--- src/rtl/fml_arbiter_2p.sv ---
// Two-master FML burst arbiter: port 0 (video) has priority, port 1 (CPU/DMA)
// is protected from starvation by a bounded count of consecutive port-0 wins.
module fml_arbiter_2p #(
  parameter int g_fml_depth  = 26,
  parameter int g_burst_len  = 4,
  parameter int g_max_consec = 8
) (
  input  logic                   clk_sys_i,
  input  logic                   rst_i,

  input  logic [g_fml_depth-1:0] m0_adr_i,
  input  logic                   m0_stb_i,
  input  logic                   m0_we_i,
  input  logic [3:0]             m0_sel_i,
  input  logic [31:0]            m0_dw_i,
  output logic [31:0]            m0_dr_o,
  output logic                   m0_ack_o,

  input  logic [g_fml_depth-1:0] m1_adr_i,
  input  logic                   m1_stb_i,
  input  logic                   m1_we_i,
  input  logic [3:0]             m1_sel_i,
  input  logic [31:0]            m1_dw_i,
  output logic [31:0]            m1_dr_o,
  output logic                   m1_ack_o,

  output logic [g_fml_depth-1:0] fml_adr_o,
  output logic                   fml_stb_o,
  output logic                   fml_we_o,
  output logic [3:0]             fml_sel_o,
  output logic [31:0]            fml_dw_o,
  input  logic [31:0]            fml_dr_i,
  input  logic                   fml_ack_i,

  output logic [1:0]             grant_o,
  output logic [1:0]             dbg_state_o,
  output logic [7:0]             dbg_consec_o
);

  // Handshake: a master raises mN_stb_i and holds it until mN_ack_o; the slave
  // sees fml_stb_o held until fml_ack_i, which marks the first data word.
  // The remaining g_burst_len-1 words follow on consecutive cycles.
  typedef enum logic [1:0] {
    S_IDLE  = 2'd0,
    S_REQ   = 2'd1,
    S_BURST = 2'd2
  } state_t;

  localparam logic [7:0] c_max_consec = 8'(g_max_consec);
  localparam logic [4:0] c_last_beat  = 5'(g_burst_len - 1);

  state_t      r_state, w_state_nxt;
  logic [1:0]  r_grant, w_grant_nxt;
  logic        r_stb,   w_stb_nxt;
  logic [4:0]  r_beat,  w_beat_nxt;
  logic [7:0]  r_consec, w_consec_nxt;
  logic        w_m1_forced;

  // Port 1 overrides priority once port 0 has used up its consecutive quota.
  assign w_m1_forced = m1_stb_i && (r_consec == c_max_consec);

  always_comb begin
    w_state_nxt  = r_state;
    w_grant_nxt  = r_grant;
    w_stb_nxt    = r_stb;
    w_beat_nxt   = r_beat;
    w_consec_nxt = r_consec;
    case (r_state)
      S_IDLE: begin
        w_stb_nxt  = 1'b0;
        w_beat_nxt = 5'd0;
        if (!m1_stb_i) w_consec_nxt = 8'd0;
        if (m0_stb_i && !w_m1_forced) begin
          w_grant_nxt = 2'b01;
          w_stb_nxt   = 1'b1;
          w_state_nxt = S_REQ;
          if (m1_stb_i && (r_consec < c_max_consec))
            w_consec_nxt = r_consec + 8'd1;
        end else if (m1_stb_i) begin
          w_grant_nxt  = 2'b10;
          w_stb_nxt    = 1'b1;
          w_state_nxt  = S_REQ;
          w_consec_nxt = 8'd0;
        end
      end
      S_REQ: begin
        if (fml_ack_i) begin
          w_stb_nxt   = 1'b0;
          w_beat_nxt  = 5'd1;
          w_state_nxt = S_BURST;
        end
      end
      S_BURST: begin
        if (r_beat >= c_last_beat) begin
          w_beat_nxt  = 5'd0;
          w_grant_nxt = 2'b00;
          w_state_nxt = S_IDLE;
        end else begin
          w_beat_nxt = r_beat + 5'd1;
        end
      end
      default: begin
        w_state_nxt = S_IDLE;
        w_grant_nxt = 2'b00;
        w_stb_nxt   = 1'b0;
        w_beat_nxt  = 5'd0;
      end
    endcase
  end

  always_ff @(posedge clk_sys_i) begin
    if (rst_i) begin
      r_state  <= S_IDLE;
      r_grant  <= 2'b00;
      r_stb    <= 1'b0;
      r_beat   <= 5'd0;
      r_consec <= 8'd0;
    end else begin
      r_state  <= w_state_nxt;
      r_grant  <= w_grant_nxt;
      r_stb    <= w_stb_nxt;
      r_beat   <= w_beat_nxt;
      r_consec <= w_consec_nxt;
    end
  end

  // Grant is non-zero exactly in REQ and BURST, so it alone gates the muxes.
  always_comb begin
    fml_adr_o = '0;
    fml_we_o  = 1'b0;
    fml_sel_o = 4'd0;
    fml_dw_o  = 32'd0;
    if (r_grant[0]) begin
      fml_adr_o = m0_adr_i;
      fml_we_o  = m0_we_i;
      fml_sel_o = m0_sel_i;
      fml_dw_o  = m0_dw_i;
    end else if (r_grant[1]) begin
      fml_adr_o = m1_adr_i;
      fml_we_o  = m1_we_i;
      fml_sel_o = m1_sel_i;
      fml_dw_o  = m1_dw_i;
    end
  end

  assign fml_stb_o    = r_stb;
  assign grant_o      = r_grant;
  assign m0_dr_o      = fml_dr_i;
  assign m1_dr_o      = fml_dr_i;
  assign m0_ack_o     = fml_ack_i && (r_state == S_REQ) && r_grant[0] && !rst_i;
  assign m1_ack_o     = fml_ack_i && (r_state == S_REQ) && r_grant[1] && !rst_i;
  assign dbg_state_o  = r_state;
  assign dbg_consec_o = r_consec;

endmodule
--- config.mk ---
export PLATFORM = sky130hd
export DESIGN_NAME = fml_arbiter_2p
export DESIGN_NICKNAME = d
export VERILOG_FILES = /design/src/rtl/fml_arbiter_2p.sv
export SDC_FILE = /design/constraint.sdc
export NUM_CORES = 1
export LEC_CHECK = 0
export ABC_CLOCK_PERIOD_IN_PS = 1850
export CORE_AREA = 2 2 118 120
export CTS_CLUSTER_DIAMETER = 40
export CTS_CLUSTER_SIZE = 20
export DETAILED_ROUTE_END_ITERATION = 6
export DIE_AREA = 0 0 120 122
export HOLD_SLACK_MARGIN = 0.08
export PLACE_DENSITY = 0.59
export REMOVE_ABC_BUFFERS = 1
export SLEW_MARGIN = 10
export SYNTH_ARGS = -nofsm -noshare
export SYNTH_HDL_FRONTEND = slang
export SYNTH_SLANG_ARGS = --single-unit
export TNS_END_PERCENT = 50
--- constraint.sdc ---
create_clock -name clk_sys_i -period 1.85 [get_ports clk_sys_i]
set_input_delay 0.185 -clock clk_sys_i [delete_from_list [all_inputs] [get_ports clk_sys_i]]
set_output_delay 0.185 -clock clk_sys_i [all_outputs]
set_load 0.05 [all_outputs]
==> impl_summary.md, run 1 <==
Status
The flow ran to the end, and the final reports show no timing, DRC or antenna violations.

Setup path
The critical path data arrival time is ~1600 ps. The setup check on the worst reg-to-reg path leaves a slack of approximately 300 ps. The type of element launching the critical path is a register. The endpoint kind of the worst setup timing path is a primary output.

The largest fanout of any net on the critical path is 57. For the worst setup path, the data required time is between 1500 and 2000 ps. The critical path is of the register to primary output type.

CTS
The H-tree depth reported by CTS is 1. Buffers inserted during clock tree synthesis total 3. The clock transition at the registers of the reported paths is approximately 50 ps. The number of sinks on the clock net is 18. In this run, post-CTS hold repair placed 0 buffers.

Clock tree synthesis selected as its root buffer the cell clkbuf_16. The worst-skew pair later-pin latency is 250 ps. The clock passes through at most 2 buffers. TritonCTS built the clock tree.

Timing
Across all hold checks on the routed design, the worst slack comes to about 370 ps. The final critical-path share of the clock period is 93.8%. The number of failing hold endpoints at the final stage is 0.

The max-slew headroom at the worst pin is about two thirds. The max-slew violation count is 0. The highest clock frequency the design can meet is 0.576 GHz.

The setup skew after layout is ~2.3 ps. At the pin with the least slew margin, the transition time is 521 ps. The total of endpoints with negative setup slack in the final report is 0. The final worst-path setup slack is roughly 110 ps. The routed design could run at a clock period as short as 1740 ps. Setup repair after global routing left no endpoint under its margin.

Synthesis
The most common cell in the netlist is buf_4. The cell area after synthesis is 1990 sq um. After synthesis the netlist holds a flip-flop and latch count of 18. The commonest cells after synthesis are buf_4 (64), a22o_1 (63), dfxtp_1 (18), clkbuf_1 (9). The dominant register cell in the synthesized netlist is dfxtp_1. The Yosys step of the flow raised 0 warnings. The top cell type by area accounts for between 20% and 30% of the synthesized area.

The average cell area after synthesis is approximately 8.4 sq um. The number of enable-type register cells in the synthesized netlist is 0. The number of instances in the synthesized netlist is between 200 and 250. In the post-synthesis netlist, the biggest area contributors are a22o_1 (28%), buf_4 (24%), dfxtp_1 (18%), ha_1 (3.8%), and2_1 (1.9%). Synthesis instantiated 37 different standard cells from the library. The biggest area contributor in the post-synthesis netlist is a22o_1. Counting flops with an async set or reset pin after synthesis yields a share of 0%.

Sequential cells were found to cover a little under a fifth of the synthesized design area.

Power
The fraction of power consumed by the clock network is under 10%. The analysis attributes to net switching a power of 2.20 mW. VDD sags by at most roughly 0.44 mV. The power per cell area is about 1000 nW/um^2. The sequential share of power is about a tenth.

Summed over all cells, the static leakage comes to 1.73 nW. The internal power summed over all cells is about 2.6 mW. The switching share of power is 46.1%. The share of total power dissipated in combinational logic is 80.2%.

Floorplan
Measured along the y axis, the die boundary spans 122 um. In this run the standard cell core region covers between 10000 and 15000 sq um. The die covers between 10000 and 15000 sq um.

The placement row count is 43. around 300 I/O pins were placed. The starting density of the core is between 10% and 20%.

The width of the die is 120 um.

Place
The total instance count after detailed placement is between 500 and 600. Once placement finished, the instance area stood at roughly 4500 sq um. The placed wire-length estimate after detailed placement is 9.67 mm.

The count of buffers inserted at the top-level ports is about 210. Routability-driven placement finished with a final weighted congestion of 0.754. The worst-case setup slack after placement is 217 ps.

Layout
The post-route cell area is around 4600 sq um. The finished layout holds about 550 standard cells, fillers aside. The final layout contains roughly 540 nets. The area overhead of the layout relative to synthesis is 129%. The number of antenna repair diodes is 0.

The share of post-route cells with drive strength above 1 is about 22%.

Global routing
The via count of the first global-routing pass was around 2500. Entering global routing, the biggest net connects 67 pins. The sum of overflow across all layers after global routing is 0. The global routing usage summed across all routing layers is between 10% and 20%.

The number of antenna violations at the first check in global routing was 0. The first-pass GRT wire length is about 16 mm.

Drt
The count of vias placed by the detailed router is 2377. The violation count after the first detailed-route iteration is roughly 100. In the final routed layout, each cell accounts on average for about 21 um.

In this run the remaining antenna-violating nets after routing total 0. The final layout contains routed wiring with a total length of ~12 mm. The first detailed-routing pass ran for 4 iterations.

For this run, design rule violations remaining after detail routing come to 0. Using the TritonRoute via totals, the vias-per-cell ratio works out to 4.31.

Worst hold path
The tightest min-delay check is of the input port to primary output type.

Job
The max-cap violation count is 0.
-- kinds of logic (layout without fill, tap and decap cells) --
kind of cell	after synthesis	count (layout)	synth area share [%]
XOR/XNOR	2	2	0.881
multiplexers	2	2	1.07
AO/OA/AOI/OAI	77	77	32.3
buffers and inverters	86	220	29.1
AND/OR/NAND/NOR	46	46	14.7
adder cells (fa/ha/maj)	6	6	3.78
flip-flops	18	18	18.1
-- worst paths after layout --
| path | start | end | depth (start not counted) |
|---|---|---|---|
| setup / recovery | grant_o[1] | fml_adr_o[24] | 4 |
| hold / removal | fml_dr_i[20] | m0_dr_o[20] | 0 |
| setup reg to reg | dbg_state_o[1] | fml_stb_o | 5 |
| hold reg to reg | r_beat[2] | r_beat[2] | 1 |
-- per-layer routing --
metal  track usage, %  up-vias  part of all wire, %
met4             1.40        4                 0.31
met2             21.7      202                   45
met1             15.8     1088                   37
li1                 -     1075                    -
met3             11.0        8                   17
met5             6.94        -                  1.2
-- cells in the final DEF (no fill, tap or decap), types with 4 or more instances in the layout --
cell type	Yosys	final
clkdlybuf4s50_1	0	142
buf_12	0	68
a22o_1	63	63
dfxtp_1	18	17
nand2_1	7	7
nor2_1	6	6
and2_1	6	6
nor3_1	5	5
ha_1	6	5
inv_1	4	4
nor2b_1	5	4
a21oi_1	4	4
-- power groups by stage --
stage,logic (mW),registers (mW),clock network [mW]
2_1_floorplan,1.70,0.646,0
3_3_place_gp,3.80,0.476,0
3_5_place_dp,3.84,0.479,0
4_1_cts,3.85,0.471,0.477
5_1_grt,3.96,0.476,0.497
6_report,3.82,0.471,0.470
-- timing repair --
item	CTS	global route
gates cloned	0	0
resized for setup	1	1
buffers inserted	0	0
endpoints found under the setup margin	1	2
-- registers in the layout, summed over array words and instances, names as in the netlist --
name,flops
dbg_consec_o,8
grant_o,2
fml_stb_o,1
dbg_state_o,2
r_beat,5
-- cell type report --
type                    count  area, sq um
flip-flops and latches     18          362
repair buffers            212         2800
well taps                 180          225
inverters                   4         15.0
multi-input cells         133         1060
fillers                  1319         8950
clock buffers               4         88.8
-- worst max-delay path, cell delays in order (launching register included) --
cell     delay (ps)
dfxtp_1         380
nor2b_4         220
buf_12          250
a22o_1          250
buf_12          150
-- per-stage QoR --
step,util [%],total power [mW],TNS [ps]
finish,33.7,4.76,0
detailed placement,33.0,4.31,0
global route,33.7,4.94,0
CTS,33.7,4.79,0
floorplan,-,2.35,-149060
global placement,33.0,4.28,0
(Power assumes the default switching activity.)
==> run 2, diff against run 1 <==
CTS_CLUSTER_SIZE = default   (was 20)
==> results of run 2 <==
No change in the layout: final DEF, timing and power equal those of run 1.
==> run 3, diff against run 2 <==
SLEW_MARGIN = 20   (was 10)
==> results of run 3 <==
No change in the layout: final DEF, timing and power equal those of run 1.
